--- config.mk ---
export PLATFORM = sky130hd
export DESIGN_NAME = decoder
export DESIGN_NICKNAME = d
export VERILOG_FILES = /design/src/rtl/decoder.sv
export SDC_FILE = /design/constraint.sdc
export NUM_CORES = 1
export LEC_CHECK = 0
export CORE_UTILIZATION = 41
export CTS_CLUSTER_DIAMETER = 80
export CTS_CLUSTER_SIZE = 10
export DETAILED_ROUTE_END_ITERATION = 8
export GPL_TIMING_DRIVEN = 0
export PLACE_DENSITY_LB_ADDON = 0.3
export SYNTH_ARGS = -nofsm -noshare
export SYNTH_HDL_FRONTEND = slang
export SYNTH_SLANG_ARGS = --single-unit
--- constraint.sdc ---
create_clock -name clk -period 1.2 [get_ports clk]
set_input_delay 0.24 -clock clk [delete_from_list [all_inputs] [get_ports clk]]
set_output_delay 0.24 -clock clk [all_outputs]
set_load 0.1 [all_outputs]
--- src/rtl/decoder.sv ---
// Binary-to-one-hot decoder with enable and a registered output stage.
// Drives one of N select lines high one clock after the index is sampled.
// Indices at or above N (only reachable when N is not a power of two) raise err.
module decoder #(
  parameter int unsigned N   = 64,
  parameter int unsigned A_W = $clog2(N)
) (
  input  logic           clk,
  input  logic           rst_n,
  input  logic           enable,
  input  logic [A_W-1:0] a,
  output logic [N-1:0]   y,
  output logic           valid,
  output logic           err
);

  logic           in_range;
  logic [N-1:0]   y_d, y_q;
  logic           valid_d, valid_q;
  logic           err_d, err_q;

  // When N fills the index space every index is legal; otherwise compare against N.
  if (N == (2 ** A_W)) begin : g_full_range
    assign in_range = 1'b1;
  end else begin : g_partial_range
    localparam logic [A_W-1:0] NumLines = A_W'(N);
    assign in_range = (a < NumLines);
  end

  // Next-state decode; a is not consulted at all while disabled.
  always_comb begin
    y_d     = '0;
    valid_d = 1'b0;
    err_d   = 1'b0;
    if (enable) begin
      if (in_range) begin
        y_d     = {{(N-1){1'b0}}, 1'b1} << a;
        valid_d = 1'b1;
      end else begin
        err_d = 1'b1;
      end
    end
  end

  // Output register with synchronous active-low reset overriding the decode.
  always_ff @(posedge clk) begin
    if (!rst_n) begin
      y_q     <= '0;
      valid_q <= 1'b0;
      err_q   <= 1'b0;
    end else begin
      y_q     <= y_d;
      valid_q <= valid_d;
      err_q   <= err_d;
    end
  end

  assign y     = y_q;
  assign valid = valid_q;
  assign err   = err_q;

endmodule

# == Word level (Yosys, flattened, before mapping) ==
# Cells that the tools add are included.
# totals
reg_bits,65
input_bits,9
out_inout_bits,66
wordCells,5
# op_classes
n_shift,1
muxes,1
reduce_logical,1
# ops
cell,count
$shl A1 B6 Y64 const A,1
$reduce_and A2 Y1,1
$mux W1,1

# == Longest topological paths before layout ==
# logic_depth
word_depth,1
ltp_mapped,4

# == Least setup slack after synthesis ==
# OpenSTA, ideal clock, no wires.
# synth_path
path_kind,flip-flop to output port
startpoint,"register valid_q, in the netlist valid"
endpoint,output valid
arrival_ps,909
slack_ps,51
stages_incl_launch_ff,1
path_buffers,0
path_cell_list,dfxtp_1
# synth_lines
item,line,rtl
from (decl),19,"logic valid_d, valid_q;"
from (signal assigned),53,valid_q <= valid_d;
to (decl),13,"output logic valid,"
# No word-level cell between the ends.

# == Worst setup path in the final report ==
# layout_path
startpoint,"register y_q[8], in the netlist y[8]"
endpoint,output y[8]
# layout_lines
item,line,rtl
from (decl),18,"logic [N-1:0] y_d, y_q;"
from (signal assigned),52,y_q <= y_d;
to (decl),12,"output logic [N-1:0] y,"
# No word-level cell between the ends.

==> summary.txt <==
HPWL after DPL - 2850 um
critical path arrival - 930 ps
Sw Ratio - 22.7%
Sw Pwr - 872 uW
FILL cells - 363
area grow syn2layout - 52.5%
boundary pin count - 75
Register Area - 0.00130 mm2
part of the cycle the worst path needs - 97.8%
Via density - 4.58
critical-path maximum fanout - 1
Int Pwr - 2970 uW
die area - 0.00462 mm2
grt ovf - 0
per-cell routed wire length - 13.7 um
Core Region - 0.00409 mm2
root buf cell - clkbuf_8
1st-iter DRT viols - 30
FP Rows - 23
CTS tree - yes
first-pass GRT wire length - 6440 um
Crit Path Category - flop to primary output
unrepaired setup endpoints after global routing - no
nets - 256
Max clock buf depth - 2
Lkg Pwr - 0.00116 uW
die width - 68.0 um
Fin Setup TNS - 0 ps
most frequent cells in the layout - dfxtp_1, nor2_1, buf_4
CP Cell Sequence - buf_4
CP endpoint kind - primary output
worst min path class - input port to flop
ant diodes - 0
CP peak stage delay - 310 ps
clock period minus worst slack - 1170 ps
Worst Hold Margin - 302 ps
CP startpoint kind - flop
Post-Place Worst Slack - -691 ps
Logic pwr share - 6.1%
clk sinks - 65
Syn Nets - 170
antenna violation net count after detailed routing - 0
Initial Util - 43.7%
# setup viols final - 0
# DRC - 0
clock slew at reported path FFs - 60 ps
Yosys warnings - 0
outcome - completed
Peak VDD IR - 0.000832 V
area taken by multi-input logic gates - 477 um2
Post-CTS Hold Buffers - 0
DR pass1 iterations - 3
worst path required time - 960 ps
Final Hold Fails - 0
most common cell after layout, fill and taps aside - dfxtp_1
Fmax - 0.852 GHz
vias in the first global route - 1,314
Pwr Total - 3840 uW
register share of total power - 56.5%
slowest stage cell, crit path - dfxtp_1
largest net degree at the start of global routing - 11
Post-Syn Instances - 161
CTS H-tree depth - 3
mapped cell area - 0.00179 mm2
Die Ht - 68.0 um
crit path buf inv count - 1
total CTS buffers - 9
FF+latch count, synth - 65
synth unique cells - 12
Clk network pwr share - 37.4%
GP Congestion - 0.766
sequential fraction of the synthesis area - 72.9%
max-cap violation count - 0
final slew viol count - 0
port bufs - 73
share of layout cells above drive strength 1 - 37.2%
Power Density - 1410 mW/mm2
cell family with most CP delay - flip-flops
initial antenna violation count - 0
global-route usage over all layers - 20.0%
Mean Syn Cell Area - 11.1 um2
Worst Slack Setup Final - 26.6 ps
routed vias - 1,373
WL final - 4120 um
## state kept, by name, indices dropped and copies added (netlist names)
name and cells:
valid 1, y 64
## final cells by class
| type | count | area share (%) |
|---|---|---|
| Clock inverter | 1 | 0.184 |
| Timing Repair Buffer | 76 | 24.8 |
| Buffer | 9 | 2.34 |
| Sequential cell | 65 | 47.8 |
| Tap cell | 50 | 2.30 |
| Multi-Input combinational cell | 86 | 17.5 |
| Clock buffer | 13 | 5.10 |
## final timing paths
kind,from,endpoint,slack [ps],cells past startpoint
max,y[8],y[8],30,1
min,enable,valid,300,2
## layer usage
layer	vias to the layer above	GRT usage (%)	share of wire, %
li1	689	-	-
met1	625	23.4	42
met2	46	31.5	48
met3	13	6.67	7.0
met4	0	12.5	2.3
met5	-	0	0
## power groups by stage
stage | Sequential (uW) | Combinational, uW | Clock (uW)
2_1_floorplan | 2280 | 77.7 | 0
3_3_place_gp | 2220 | 217 | 0
3_5_place_dp | 2220 | 219 | 0
4_1_cts | 2170 | 229 | 1470
5_1_grt | 2170 | 249 | 1550
6_report | 2170 | 235 | 1440
## logic make-up (layout without fill, tap and decap cells)
logic type    after synthesis  in the layout  synth area share (%)
simple gates               85             85                  24.5
flops                      65             65                  72.9
buf+inv                    10             99                  2.38
other cells                 1              1                 0.210
## per-stage QoR
stage                     util [%]  std cells  area [um2]
after floorplan                  -        161        1790
after global placement        63.1        284        2580
after detailed placement      63.1        284        2580
after CTS                     64.3        300        2630
after global routing          66.6        300        2720
final                         66.6        300        2720
## cell usage after synthesis (all sizes together)
| library cell | number | share of area (%) |
|---|---|---|
| or4 | 1 | 0.42 |
| dfxtp | 65 | 73 |
| nor2 | 64 | 13 |
| or4b | 4 | 2.2 |
| conb | 1 | 0.21 |
| and2 | 1 | 0.35 |
| clkbuf | 8 | 1.7 |
| nand4bb | 7 | 4.4 |
| nand4b | 6 | 2.9 |
| buf | 2 | 0.70 |
| nand4 | 2 | 0.70 |
## what timing repair did
action / 4_1_cts / 5_1_grt
pin swaps: 3 / 0
resized for setup: 413 / 26
setup endpoints to repair: 127 / 33
cloned: 0 / 0
buffers inserted: 3 / 0
(Power assumes the default switching activity.)
==> patch, RTL diff (config.mk and constraints unchanged) <==
Register the inputs `enable` and `a` before use, without a reset. The logic sees them one clock later. Comments in the files are not updated.
--- a/src/rtl/decoder.sv
+++ b/src/rtl/decoder.sv
@@ -15,4 +15,12 @@
 );
 
+  logic enable_q;
+  logic [A_W-1:0] a_q;
+
+  always_ff @(posedge clk) begin
+    enable_q <= enable;
+    a_q      <= a;
+  end
+
   logic           in_range;
   logic [N-1:0]   y_d, y_q;
@@ -25,5 +33,5 @@
   end else begin : g_partial_range
     localparam logic [A_W-1:0] NumLines = A_W'(N);
-    assign in_range = (a < NumLines);
+    assign in_range = (a_q < NumLines);
   end
 
@@ -33,7 +41,7 @@
     valid_d = 1'b0;
     err_d   = 1'b0;
-    if (enable) begin
+    if (enable_q) begin
       if (in_range) begin
-        y_d     = {{(N-1){1'b0}}, 1'b1} << a;
+        y_d     = {{(N-1){1'b0}}, 1'b1} << a_q;
         valid_d = 1'b1;
       end else begin
Function: changed (a bounded check fails within 4 cycles, from zero or initial values).
==> patch against the unedited design <==
The run now ends with design-rule violations, negative setup slack left. Final cell count rose by 7.3%. Worst setup slack got worse by 0.038 ns. Total power rose by 19%. Final area rose by 15%. Largest power group unchanged. Routed wire length rose by 10%. Critical endpoint is now y[3]. Synthesized area rose by 10%. Sequential cell count rose by 7.
==> patch: results (changes against the unedited design) <==
stage,metric,value,unit,change
outcome,status,"complete, but fails checks",,
outcome,failing checks,"design-rule violations, negative setup slack",,
detailed_routing,Pre-antenna DRT Iters,6,,+3
sta,setup TNS,-0.0229,ns,-0.0229 ns
sta,setup violators final,3,,+3
finish,synth-to-layout area growth,59.4,%,
setup_path,CP top delay family,simple AND/OR/NAND/NOR gates,,
placement,dpl hpwl,2850,um,about the same
power,Power Clock,1.89,mW,+31%
setup_path,worst setup path start,a_q[2],,
detailed_routing,DR iter-0 viols,86,,+190%
placement,Setup WS pre-CTS,-0.483,ns,+0.208 ns
detailed_routing,DR WL met3,258,um,-11%
global_routing,vias in the first global route,1430,,+8.8%
placement,number of buffers added on ports,72,,-1.4%
detailed_routing,WL/cell,14.1,um,+2.8%
detailed_routing,DRC violations left,5,,+5
sta,Final WS setup,-0.0114,ns,-0.0380 ns
synthesis,Avg Inst Size Synth,11.4,sq um,+2.8%
finish,nets,274,,+7.0%
global_routing,pin count of the biggest net entering global routing,12,,+1
setup_path,slowest cell delay on critical path,0.56,ns,+0.25 ns
synthesis,distinct cell type count of the synthesized netlist,13,,+1
global_routing,GR Util met2,0.302,,-0.0134
global_routing,GRT met3 Usage,0.0788,,+0.0121
global_routing,first-pass GRT wire length,6960,um,+8.0%
power,peak supply drop,0.000996,V,+20%
synthesis,top post-synthesis cells by area,"dfxtp_1, nor2_1, nand4bb_1",,
detailed_routing,WL met1,1880,um,+7.7%
patch: path summary, 6_finish.rpt:
| path | endpoint | slack (ns) | cells after the start |
|---|---|---|---|
| setup / recovery | y[3] | -0.01 | 3 |
| hold / removal | a_q[2] | 0.33 | 1 |
| setup reg to reg | y[3] | -0.01 | 3 |
| hold reg to reg | y[37] | 0.57 | 2 |
patch: logic make-up after synthesis:
kind of cell	count (synthesis)	share of synthesized area
other	1	0.00190
buffers and inverters	11	0.0235
AND/OR/NAND/NOR	89	0.244
flip-flops	72	0.731
patch: repair_timing:
action / CTS / global route
pin swaps: 5 / 8
cloned: 0 / 0
setup endpoints to repair: 129 / 98
hold buffers: 0 / 0
buffers inserted: 12 / 1
resized for setup: 415 / 52
patch: cell type report:
type                       count  area share
buffer                         7      0.0167
clock buffer                  13      0.0506
clock inverter                 3      0.0127
multi-input combinational     90       0.172
sequential                    72       0.461
tap                           52      0.0207
timing repair buffer          85       0.266
